`config.mk`:
```
export PLATFORM = sky130hd
export DESIGN_NAME = mux_bit_deserializer
export DESIGN_NICKNAME = d
export VERILOG_FILES = /design/src/rtl/mux_deser_pkg.sv /design/src/rtl/mux_deser_out_stage.sv /design/src/rtl/mux_bit_deserializer.sv
export SDC_FILE = /design/constraint.sdc
export NUM_CORES = 1
export LEC_CHECK = 0
export ABC_AREA = 1
export BUFFER_PORTS_ARGS = -buffer_cell sky130_fd_sc_hd__buf_4
export CORE_UTILIZATION = 48
export DETAILED_ROUTE_END_ITERATION = 8
export GPL_ROUTABILITY_DRIVEN = 0
export GPL_TIMING_DRIVEN = 0
export PLACE_DENSITY = 0.72
export SYNTH_ARGS = -nofsm -noshare
export SYNTH_HDL_FRONTEND = slang
export SYNTH_SLANG_ARGS = --single-unit
```
`constraint.sdc`:
```
create_clock -name clk -period 1.4 [get_ports clk]
set_clock_uncertainty 0.05 [all_clocks]
set_input_delay 0.07 -clock clk [delete_from_list [all_inputs] [get_ports clk]]
set_output_delay 0.07 -clock clk [all_outputs]
set_load 0.005 [all_outputs]
```
`src/rtl/mux_deser_pkg.sv`:
```
// Shared types and helpers for the selector-output bit deserializer.
package mux_deser_pkg;

    typedef enum logic {
        COLLECT = 1'b0,
        FULL    = 1'b1
    } mux_deser_state_t;

    localparam int unsigned MUX_DESER_WIDTH_DEF = 8;

    // Bits needed to index one word of the given width.
    function automatic int unsigned mux_deser_cnt_w(input int unsigned width);
        return $clog2(width);
    endfunction

endpackage

```
`src/rtl/mux_deser_out_stage.sv`:
```
// Output holding register with valid/ready handshake; optional word parity
// is built when MUX_DESER_PARITY_EN is defined.
module mux_deser_out_stage
    import mux_deser_pkg::*;
#(
    parameter int unsigned WIDTH = MUX_DESER_WIDTH_DEF
) (
    input  logic             clk,
    input  logic             reset,
    input  logic             load,
    input  logic [WIDTH-1:0] load_data,
    input  logic             word_ready,
    output logic [WIDTH-1:0] word_out,
    output logic             word_valid,
`ifdef MUX_DESER_PARITY_EN
    output logic             word_parity,
`endif
    output logic             free
);

    // Register can accept a new word when empty or being drained this cycle.
    assign free = !word_valid || word_ready;

    always_ff @(posedge clk) begin
        if (reset) begin
            word_out   <= '0;
            word_valid <= 1'b0;
        end else if (load) begin
            word_out   <= load_data;
            word_valid <= 1'b1;
        end else if (word_valid && word_ready) begin
            word_valid <= 1'b0;
        end
    end

`ifdef MUX_DESER_PARITY_EN
    always_ff @(posedge clk) begin
        if (reset) begin
            word_parity <= 1'b0;
        end else if (load) begin
            word_parity <= ^load_data;
        end
    end
`endif

endmodule

```
`src/rtl/mux_bit_deserializer.sv`:
```
// Assembles WIDTH serial samples (LSB first) into words on a valid/ready port.
// Optional parity output is enabled with MUX_DESER_PARITY_EN.
module mux_bit_deserializer
    import mux_deser_pkg::*;
#(
    parameter int unsigned WIDTH = MUX_DESER_WIDTH_DEF
) (
    input  logic             clk,
    input  logic             reset,
    input  logic             bit_in,
    input  logic             bit_valid,
    output logic             bit_ready,
    output logic [WIDTH-1:0] word_out,
    output logic             word_valid,
`ifdef MUX_DESER_PARITY_EN
    output logic             word_parity,
`endif
    input  logic             word_ready
);

    localparam int unsigned CW = mux_deser_cnt_w(WIDTH);

    mux_deser_state_t state, state_nxt;
    logic [CW-1:0]    count, count_nxt;
    logic [WIDTH-1:0] shift, shift_nxt;
    logic             load;
    logic             free;

    // Ready depends only on state, so there is no path from word_ready.
    assign bit_ready = (state == COLLECT);

    always_ff @(posedge clk) begin
        if (reset) begin
            state <= COLLECT;
            count <= '0;
            shift <= '0;
        end else begin
            state <= state_nxt;
            count <= count_nxt;
            shift <= shift_nxt;
        end
    end

    always_comb begin
        state_nxt = state;
        count_nxt = count;
        shift_nxt = shift;
        load      = 1'b0;
        unique case (state)
            COLLECT: begin
                if (bit_valid) begin
                    shift_nxt[count] = bit_in;
                    if (count == CW'(WIDTH - 1)) begin
                        // Completed word either moves out now or parks here.
                        if (free) begin
                            load      = 1'b1;
                            count_nxt = '0;
                        end else begin
                            state_nxt = FULL;
                        end
                    end else begin
                        count_nxt = count + CW'(1);
                    end
                end
            end
            FULL: begin
                if (free) begin
                    load      = 1'b1;
                    count_nxt = '0;
                    state_nxt = COLLECT;
                end
            end
            default: state_nxt = COLLECT;
        endcase
    end

    mux_deser_out_stage #(
        .WIDTH(WIDTH)
    ) u_out_stage (
        .clk        (clk),
        .reset      (reset),
        .load       (load),
        .load_data  (shift_nxt),
        .word_ready (word_ready),
        .word_out   (word_out),
        .word_valid (word_valid),
`ifdef MUX_DESER_PARITY_EN
        .word_parity(word_parity),
`endif
        .free       (free)
    );

endmodule

```
# After elaboration in Yosys (flattened, before gate mapping)
# Index checks and enable logic that the tools add are counted.
word_totals:
  out_inout_bits: 10
  register_bits: 21
  elab_cells: 35
classes:
  muxes: 19
  reduce_logical: 5
  addsub: 1
  n_bitwise: 1
  n_eq_ne: 2
  n_lt_le_gt_ge: 2
ops:
  columns: ["operator", "n"]
  rows:
  - ["$mux 8", 2]
  - ["$mux 1", 9]
  - ["$mux 3", 3]
  - ["$bwmux 8", 1]
  - ["$pmux 3 s2", 1]
  - ["$lt 3x4->1 const B", 1]
  - ["$pmux 1 s2", 2]
  - ["$add 3x1->3 const B", 1]
  - ["$demux 1 s3", 1]
  - ["$eq 3x3->1 const B", 1]
  - ["$ge 3x1->1 const B", 1]
  - ["$logic_and 1x1->1", 2]
  - ["$ne 2x2->1 const B", 1]
  - ["$reduce_bool 2->1", 1]
  - ["$logic_not 1->1", 1]
  - ["$logic_or 1x1->1", 1]
  - ["$not 1->1", 1]

# Longest topological paths before layout
# Gate-level depths: netlist of the first run.
depth:
  word_depth: 7
  mapped_depth: 9
  ltp_nobuf: 8

# Hierarchy
# A second synthesis of the first run with hierarchy kept.
unflattened:
  cells_unflattened: 145
  area_unflattened_um2: 967.2
modules_own_cells:
  columns: ["mod", "n_inst", "area_per_inst_um2", "cells_each"]
  rows:
  - ["mux_bit_deserializer", 1, 663.1, 107]
  - ["mux_deser_out_stage", 1, 304.0, 38]

# Worst setup path after synthesis of the first run
# OpenSTA, ideal clock, no wires.
synth_timing:
  kind: "reg-to-reg"
  start: "register count[1]"
  end: "register u_out_stage.word_out[0]"
  setup_ps: 117
  t_arrival_ps: 1254
  path_buffers: 1
  setup_slack_ps: -21
  t_required_ps: 1233
  synth_period_minus_slack_ps: 1421
  path_stages_with_launch: 10
  cell_sequence: "dfxtp_1 -> ha_1 -> ha_1 -> nand2_1 -> nand2_2 -> nand2_2 -> clkinv_4 -> buf_6 -> o21ai_1 -> a21oi_1"
synth_via:
  elab_chain_len: 7
  word_cells_on_any_way: 12
synth_lines:
  columns: ["item", "line", "source"]
  rows:
  - ["start, declared", "mux_bit_deserializer.sv:24", "logic [CW-1:0] count, count_nxt;"]
  - ["start signal, assigned", "mux_bit_deserializer.sv:39", "count <= count_nxt;"]
  - ["$lt 3x4->1 (implied by the code) / $ge 3x1->1 (equally long branches)", "mux_bit_deserializer.sv:52", "shift_nxt[count] = bit_in;"]
  - ["$logic_and 1x1->1 (implied by the code)", "mux_bit_deserializer.sv:52", null]
  - ["$mux 1 (implied by the code)", "mux_bit_deserializer.sv:52", null]
  - ["$demux 1 s3", "mux_bit_deserializer.sv:52", null]
  - ["$bwmux 8", "mux_bit_deserializer.sv:52", null]
  - ["$mux 8", "mux_bit_deserializer.sv:51", "if (bit_valid) begin"]
  - ["$mux 8", "mux_bit_deserializer.sv:49", "unique case (state)"]
  - ["end signal, assigned", "mux_deser_out_stage.sv:29", "word_out <= load_data;"]
  - ["end, declared", "mux_deser_out_stage.sv:13", "output logic [WIDTH-1:0] word_out,"]
# Parallel ways exist; a longest one is shown, timed or not.
# A chain may end at the register's enable or synchronous reset.

# Worst setup path after layout of the first run
# Same ends and word-level chain as after synthesis.

==> impl_metrics.toml, run 1 <==
[global_route]
first_global_vias = 793
use_met1_pct = 28.4
antenna_found_initial = 0
overflow = 0
top_usage_layer = "met2"
grt_usage_pct = 22.9
grt_pass1_wl_um = 3340
grtUsageMet2_pct = 38.3
grt_max_degree = 13
gr-usage-met3_pct = 4.76

[drt]
drt-vias-per-instance = 4.99
wl_um = 1960
drc = 0
ant_nets = 0
vias = 849
drtPass1Iterations = 4
avgRoutedWirePerCell_um = 11.5
drt_iter0_drc = 11

[worst_setup_path]
critPathLaunchType = "register"
crit_buf_inv = 2
reg2reg_from = "count[1]$_SDFFE_PP0P_"
endpoint_kind = "register"
r2r_end = "u_out_stage.word_out[0]$_SDFFE_PP0P_"
cp_cell_sequence = "ha_4, ha_4, nand2_2, nand2_2, nand2_4, inv_8, buf_8, o21ai_2, a21oi_1"
crit_family = "flip-flops"
crit_type = "register to register"
rrSetupSlack_ns = -0.003
critPathMaxStageDelay_ns = 0.37
crit_path_top_delay_cell = "dfxtp_4"
r2r_cells = 9
cp_max_fo = 8
arrival_ns = 1.57
cp.depth = 9
cp.required_ns = 1.57

[logic_synthesis]
synthCells = 121
ys_top_cells_by_area = "dfxtp_1 46%, nand2_1 8.7%, nand3_1 8.3%"
yosysSeqAreaShare_pct = 46.5
ys_ff_latch = 21
yosysWarnings = 0
syn-cell-area_sq_um = 905
postSynthAreaPerCell_sq_um = 7.48
synthesis.nets = 128
synth_top_cell_by_area = "dfxtp_1"
synth_cell_type_count = 18
yosys.area.top_type_share_pct = 46.5

[clocking]
path_clk_slew_ns = 0.12
numCtsBuffers = 3
clkSinkCount = 21
htreeDepth = 1
cts_tree = "yes"
cts.path.max_buffers = 2
root_buffer = "clkbuf_4"
clock_latency_ns = 0.31

[die]
rows = 15
io_pins = 15
die_h_um = 45.4
core_area_sq_mm = 0.00175
initial_core_util_pct = 51.8
dieArea_sq_mm = 0.00206
die_w_um = 45.4

[outcome]
failed_checks = "negative setup slack"
outcome = "finished with violations"

[timing]
relSlewSlack_pct = 68.9
tightestPinTransition_ns = 0.466
rsz0062_at_grt = "true"
post-route-period-util_pct = 100
hold_slack_ns = 0.0558
layout_setup_ws_ns = -0.00286
drv_slew = 0
timing.fmax_ghz = 0.713
setup_violations = 1
hold_viol = 0
finalSetupTns_ns = -0.00286
period_needed_ns = 1.40

[power]
p_leak_uw = 0.000531
p_per_area_mw_per_mm2 = 841
ir_drop_v = 0.000582

[worst_hold_path]
min_to = "state$_SDFF_PP0_"
hp-class = "input port to register"
hold_path.startpoint = "word_ready"
hold_depth = 4

[finish]
regArea_sq_um = 427
utilization_pct = 69.1
nNetsFinal = 153
drive_above_1_share_pct = 31.0
nFillCells = 157
final_cells = 170
design_area_sq_mm = 0.00121
multi_input_area_sq_um = 458
n_antenna_cell = 0
area_growth_syn_to_layout_pct = 33.3

[place]
postPlaceCellArea_sq_mm = 0.00104
portBuffers = 14
place_hpwl_um = 1300
dp.cells = 160

[job]
max_cap_violations = 0
where the power goes:
group	leakage [uW]	internal [uW]	switching, uW	total (uW)
clock	0.0000177	107	195	302
sequential	0.000171	608	6.47	614
combinational	0.000341	37.0	61.5	98.5
how the worst max path moves through the flow:
stage                           from                                   end  slack (ns)
2_1_floorplan  count[0]$_SDFFE_PP0P_  u_out_stage.word_out[0]$_SDFFE_PP0P_       0.009
3_3_place_gp   count[0]$_SDFFE_PP0P_  u_out_stage.word_out[6]$_SDFFE_PP0P_        -0.1
3_5_place_dp   count[0]$_SDFFE_PP0P_  u_out_stage.word_out[6]$_SDFFE_PP0P_       -0.12
4_1_cts        count[1]$_SDFFE_PP0P_  u_out_stage.word_out[6]$_SDFFE_PP0P_       -0.03
5_1_grt        count[1]$_SDFFE_PP0P_  u_out_stage.word_out[6]$_SDFFE_PP0P_       -0.06
6_report       count[1]$_SDFFE_PP0P_  u_out_stage.word_out[0]$_SDFFE_PP0P_      -0.003
layout make-up:
class,instances,share of cell area (%)
inverter,16,5.60
sequential,21,35.4
timing repair buffer,20,14.6
multi-input combinational,82,38.0
tap,25,2.59
clock buffer,3,1.87
clock inverter,1,0.415
buffer,2,1.56
timing repair:
item / CTS / global route
gates resized for setup: 14 / 6
endpoints found under the setup margin: 11 / 11
gates cloned: 1 / 0
hold buffers: 1 / 0
pin swaps: 2 / 4
buffers inserted: 3 / 1
endpoints found under the hold margin: 2 / 0
sequential cells by signal (all words and copies together) (netlist names):
signal and flops:
u_out_stage.word_valid 1, state 1, u_out_stage.word_out 8, shift 8
count 3
cell usage after synthesis:
cell type / instances
nand3_1: 15
clkinv_4: 1
nand2_2: 2
o21ai_1: 2
nand2_1: 21
nor2_2: 2
inv_2: 3
a21oi_2: 1
o21ai_0: 8
ha_1: 2
clkbuf_1: 1
nor2_1: 13
inv_1: 12
o21bai_1: 4
buf_6: 1
dfxtp_1: 21
nor3b_1: 1
a21oi_1: 11
routing by layer:
| layer | up-vias | share of wire [%] | wire, um |
|---|---|---|---|
| met2 | 12 | 50 | 980 |
| met3 | 5 | 3.0 | 58 |
| li1 | 441 | - | - |
| met1 | 391 | 45 | 884 |
| met4 | 0 | 1.7 | 34 |
| met5 | - | 0 | 0 |
logic make-up (layout without fill, tap and decap cells):
family / count (synthesis) / count (layout) / share of synthesized area (%)
simple gates: 54 / 54 / 26.0
compound gates: 26 / 26 / 15.9
flops: 21 / 21 / 46.5
buf+inv: 18 / 42 / 8.85
fa+ha+maj: 2 / 2 / 2.77
worst min-delay path, delay by kind of cell:
kind	cells	cell delay, ns
and+or+nand+nor	2	0.21
buffers and inverters	2	0.11
cell usage in the layout (no fill, tap or decap), drive strengths merged, types with 2 or more instances in the layout:
cell     n
a21oi   12
buf     20
clkbuf   4
dfxtp   21
ha       2
inv     16
nand2   23
nand3   15
nor2    15
o21ai   10
o21bai   4
through the flow:
step	total power, uW	setup slack (ns)
4_1_cts	1010	-0.0339
3_3_place_gp	709	-0.0970
5_1_grt	1050	-0.0574
2_1_floorplan	684	0.00947
3_5_place_dp	712	-0.124
6_report	1010	-0.00286
Note: power is estimated with default switching activity, not from simulation.
==> run 2, diff against run 1 <==
- CORE_UTILIZATION: 48 -> 45
- PLACE_DENSITY: 0.72 -> 0.69
==> run 2 against run 1 <==
The run now ends clean; worst hold slack lost 0.0012 ns; sequential cell count is the same; clock power shrank 2%; maximum frequency is 0.85% higher; sequential power barely moved; register-to-register slack about the same; combinational power is 4% higher; cell area is 1.5% higher; routed wire length increased by 6.7%; total power down 0.20%; clock-buffer cell count stayed put; critical path type unchanged; highest routed layer unchanged.
==> impl_metrics.toml, run 2 (synthesized netlist as in run 1, its figures left out) <==
[finish]
drive_above_1_share_pct = 32.9
n_antenna_cell = 0
nNetsFinal = 154
final_cells = 171
layout_common_cells = "20 x nand2_1, 18 x buf_4, 18 x dfxtp_1, 15 x nand3_1"
reg.largest.list = "shift (8), u_out_stage.word_out (8), count (3)"
area_growth_syn_to_layout_pct = 35.3
layout_commonest_cell = "nand2_1"

[power]
seq_power_share_pct = 60.6
p_per_area_mw_per_mm2 = 827
ir_drop_v = 0.000791
combPwrFrac_pct = 10.1
p_int_uw = 752
power_switching_uw = 260
clock_power_share_pct = 29.3
swShare_pct = 25.7
p_leak_uw = 0.000535

[clocking]
numCtsBuffers = 3
cts.path.max_buffers = 2
htreeDepth = 1
cts_tree = "yes"
clock_latency_ns = 0.31
path_clk_slew_ns = 0.12
clkSinkCount = 21
root_buffer = "clkbuf_4"

[timing]
relSlewSlack_pct = 69.3
timing.fmax_ghz = 0.719
drv_slew = 0
hold_viol = 0
setup_violations = 0
tightestPinTransition_ns = 0.461
post-route-period-util_pct = 99.4
rsz0062_at_grt = "true"
hold_slack_ns = 0.0546
period_needed_ns = 1.39

[worst_setup_path]
cp.required_ns = 1.56
cp_max_fo = 7
arrival_ns = 1.55
endpoint_kind = "register"
critPathLaunchType = "register"
crit_type = "register to register"
rrSetupSlack_ns = 0.009
r2r_cells = 9

[global_route]
grt_pass1_wl_um = 3320
first_global_vias = 776
overflow = 0
antenna_found_initial = 0
grt_usage_pct = 22.0
grt_max_degree = 13

[die]
core_area_sq_mm = 0.00180
rows = 15
die_w_um = 46.8
initial_core_util_pct = 50.2
die_h_um = 46.8
io_pins = 15
dieArea_sq_mm = 0.00219

[drt]
drt-vias-per-instance = 5.18
drtPass1Iterations = 4
drc = 0
drt_iter0_drc = 14
wl_um = 2090
vias = 886
avgRoutedWirePerCell_um = 12.2
ant_nets = 0

[place]
dp.cells = 160
place_hpwl_um = 1270
portBuffers = 14

[outcome]
outcome = "finished, final reports clean"

[job]
max_cap_violations = 0

[worst_hold_path]
hold_depth = 4
hp-class = "input port to register"
[run 2: cell types whose count changed in the layout (fill, tap and decap cells not counted), sizes merged]
cell / previous run / this run
buf: 20 / 21
[run 2: worst paths after layout]
kind | startpoint | endpoint
max | count[0]$_SDFFE_PP0P_ | u_out_stage.word_out[0]$_SDFFE_PP0P_
min | word_ready | state$_SDFF_PP0_
max reg2reg | count[0]$_SDFFE_PP0P_ | u_out_stage.word_out[0]$_SDFFE_PP0P_
min reg2reg | u_out_stage.word_out[6]$_SDFFE_PP0P_ | u_out_stage.word_out[6]$_SDFFE_PP0P_
[run 2: layout make-up]
| cell class | instances | area [sq um] |
|---|---|---|
| Clock buffer | 3 | 22.5 |
| Inverter | 16 | 67.6 |
| Buffer | 2 | 18.8 |
| Tap cell | 25 | 31.3 |
| Clock inverter | 1 | 5.00 |
| Fill cell | 156 | 578 |
| Multi-Input combinational cell | 82 | 465 |
| Timing Repair Buffer | 21 | 184 |
| Sequential cell | 21 | 429 |
[run 2: through the flow]
step | TNS [ns] | util (%) | setup WS [ns] | instance area, sq um | total power [uW]
floorplan | 0 | - | 0.00947 | 906 | 684
global placement | -0.332 | 57.8 | -0.0972 | 1040 | 709
finish | 0 | 67.9 | 0.00900 | 1220 | 1010
CTS | -0.130 | 66.9 | -0.0396 | 1210 | 1010
global route | -0.220 | 67.9 | -0.0434 | 1220 | 1070
detailed placement | -0.700 | 57.8 | -0.134 | 1040 | 710
[run 2: routing by layer]
| layer | vias to the layer above | track usage (%) | routed length, um |
|---|---|---|---|
| li1 | 446 | - | - |
| met1 | 416 | 24.4 | 850 |
| met2 | 20 | 40.8 | 1130 |
| met3 | 4 | 4.62 | 76 |
| met4 | 0 | 8.57 | 29 |
| met5 | - | 0 | 0 |
[run 2: critical path, stage by stage (launching register included)]
cell	delay, ns
dfxtp_4	0.37
ha_4	0.16
ha_4	0.16
nand2_2	0.06
nand2_2	0.07
nand2_4	0.09
inv_8	0.05
buf_8	0.12
o21ai_2	0.12
a21oi_2	0.04
[run 2: power groups by stage]
| stage | combinational [uW] | sequential [uW] | clock [uW] |
|---|---|---|---|
| floorplan | 55.3 | 629 | 0 |
| global placement | 78.5 | 631 | 0 |
| detailed placement | 78.9 | 631 | 0 |
| CTS | 98.1 | 614 | 301 |
| global route | 117 | 615 | 335 |
| finish | 102 | 614 | 297 |
[run 2: what timing repair did]
action                                 in CTS  in global routing
endpoints found under the hold margin       2                  0
buffers inserted                            4                  1
setup endpoints to repair                  11                 11
gates cloned                                1                  0
resized for setup                          21                  3
pin swaps                                   1                  0
hold buffers                                1                  0
==> run 3, diff against run 2 <==
- CELL_PAD_IN_SITES_DETAIL_PLACEMENT: unset -> 2
- CELL_PAD_IN_SITES_GLOBAL_PLACEMENT: unset -> 2
- CORE_UTILIZATION: 45 -> 27
- PLACE_DENSITY: 0.69 -> unset
- PLACE_DENSITY_LB_ADDON: unset -> 0.1
==> run 3 against run 2 <==
Global-route usage down 4.7 points; critical path depth unchanged; clock-buffer cell count up 1; final cell count up 9.4%; highest routed layer unchanged; combinational power up 4%; setup slack better by 0.015 ns; non-clock buffer count down 3; core utilization down 29 points; critical endpoint is now u_out_stage.word_out[6]$_SDFFE_PP0P_; cell area down 1.2%; critical path type unchanged.
==> impl_metrics.toml, run 3 (synthesized netlist as in run 1, its figures left out) <==
[timing]
tightestPinTransition_ns = 0.495
drv_slew = 0
hold_slack_ns = 0.0839
rsz0062_at_grt = "true"
hold_viol = 0
post-route-period-util_pct = 98.3
relSlewSlack_pct = 67.0
period_needed_ns = 1.38
setup_violations = 0
timing.fmax_ghz = 0.727

[drt]
wl_um = 2620
vias = 867
ant_nets = 0
drtPass1Iterations = 2
drt-vias-per-instance = 4.64
drt_iter0_drc = 23
drc = 0
avgRoutedWirePerCell_um = 14.0

[worst_setup_path]
arrival_ns = 1.53
cp_cell_sequence = "ha_4, ha_4, nand2_2, nand2_2, nand2_4, inv_8, buf_8, o21ai_2, a21oi_1"
crit_family = "flip-flops"
r2r_cells = 9
critPathLaunchType = "register"
endpoint_kind = "register"
crit_buf_inv = 2
cp.required_ns = 1.55
crit_path_top_delay_cell = "dfxtp_4"
critPathMaxStageDelay_ns = 0.38
cp_max_fo = 8
cp.depth = 9
crit_type = "register to register"

[outcome]
outcome = "finished, final reports clean"

[global_route]
overflow = 0
grt_max_degree = 12
first_global_vias = 963
grt_pass1_wl_um = 4490
grt_usage_pct = 17.4
antenna_found_initial = 0

[clocking]
cts_tree = "yes"
root_buffer = "clkbuf_4"
path_clk_slew_ns = 0.11
htreeDepth = 1
clock_latency_ns = 0.30
cts.path.max_buffers = 2
numCtsBuffers = 3
clkSinkCount = 21

[finish]
layout_common_cells = "20 x nand2_1, 18 x dfxtp_1, 16 x buf_4, 15 x nand3_1, 12 x nor2_1"
n_antenna_cell = 0
reg.largest.list = "shift (8), u_out_stage.word_out (8), count (3)"
drive_above_1_share_pct = 29.4
nNetsFinal = 151
regArea_sq_um = 429
multi_input_area_sq_um = 454
nFillCells = 373
layout_commonest_cell = "nand2_1"
design_area_sq_mm = 0.00121
area_growth_syn_to_layout_pct = 33.6

[die]
die_h_um = 59.9
io_pins = 15
die_w_um = 59.9
dieArea_sq_mm = 0.00359
rows = 20
initial_core_util_pct = 28.9
core_area_sq_mm = 0.00313

[place]
postPlaceCellArea_sq_mm = 0.00107
place_hpwl_um = 1870
portBuffers = 14

[job]
max_cap_violations = 0

[worst_hold_path]
hold_depth = 4
hp-class = "input port to register"

[power]
ir_drop_v = 0.000323
p_per_area_mw_per_mm2 = 839
p_leak_uw = 0.000515
-- run 3: changes by cell type in the layout (fill, tap and decap cells not counted), sizes merged --
cell    previous run  this run
buf               21        18
clkinv             1         0
clkbuf             4         5
-- run 3: final timing paths --
check	from	end	slack [ns]
max	count[0]$_SDFFE_PP0P_	u_out_stage.word_out[6]$_SDFFE_PP0P_	0.02
min	word_ready	state$_SDFF_PP0_	0.08
max reg2reg	count[0]$_SDFFE_PP0P_	u_out_stage.word_out[6]$_SDFFE_PP0P_	0.02
min reg2reg	u_out_stage.word_out[6]$_SDFFE_PP0P_	u_out_stage.word_out[6]$_SDFFE_PP0P_	0.49
-- run 3: what timing repair did --
item                       CTS  global route
setup endpoints to repair   11            12
hold buffers                 1             0
hold endpoints to repair     2             0
setup buffers                2             0
gates cloned                 1             0
resized for setup           13             7
-- run 3: layer usage --
layer	share of wire [%]	wire, um	global-route usage [%]
met5	0	0	0
met4	1.7	44	7.97
met3	2.8	72	3.68
met2	52	1350	31.0
met1	44	1150	19.7
-- run 3: where the power goes --
| group | switching (uW) | internal [uW] |
|---|---|---|
| clock network | 182 | 111 |
| logic | 68.9 | 37.5 |
| registers | 7.06 | 607 |
-- run 3: worst register-to-register path, cell delays in order, from the launching register on --
cell and delay, ns:
dfxtp_4 0.38, ha_4 0.16, ha_4 0.16, nand2_2 0.05, nand2_2 0.06, nand2_4 0.09
inv_8 0.05, buf_8 0.13, o21ai_2 0.10, a21oi_1 0.04
-- run 3: per-stage QoR --
stage               power (uW)  setup WS [ns]  cells  setup TNS (ns)  utilization, %
floorplan                  684        0.00947    121               0               -
global placement           715         -0.113    179          -0.447            34.1
detailed placement         720         -0.152    179          -0.891            34.1
CTS                       1030        -0.0379    187         -0.0998            38.2
global route              1060        -0.0587    187          -0.313            38.6
finish                    1010         0.0238    187               0            38.6
-- run 3: area by class of cell --
class,instances,share of cell area [%]
multi-input cells,82,37.6
inverters,16,5.59
flip-flops and latches,21,35.5
well taps,44,4.55
clock buffers,4,2.17
repair buffers,18,13.0
plain buffers,2,1.55
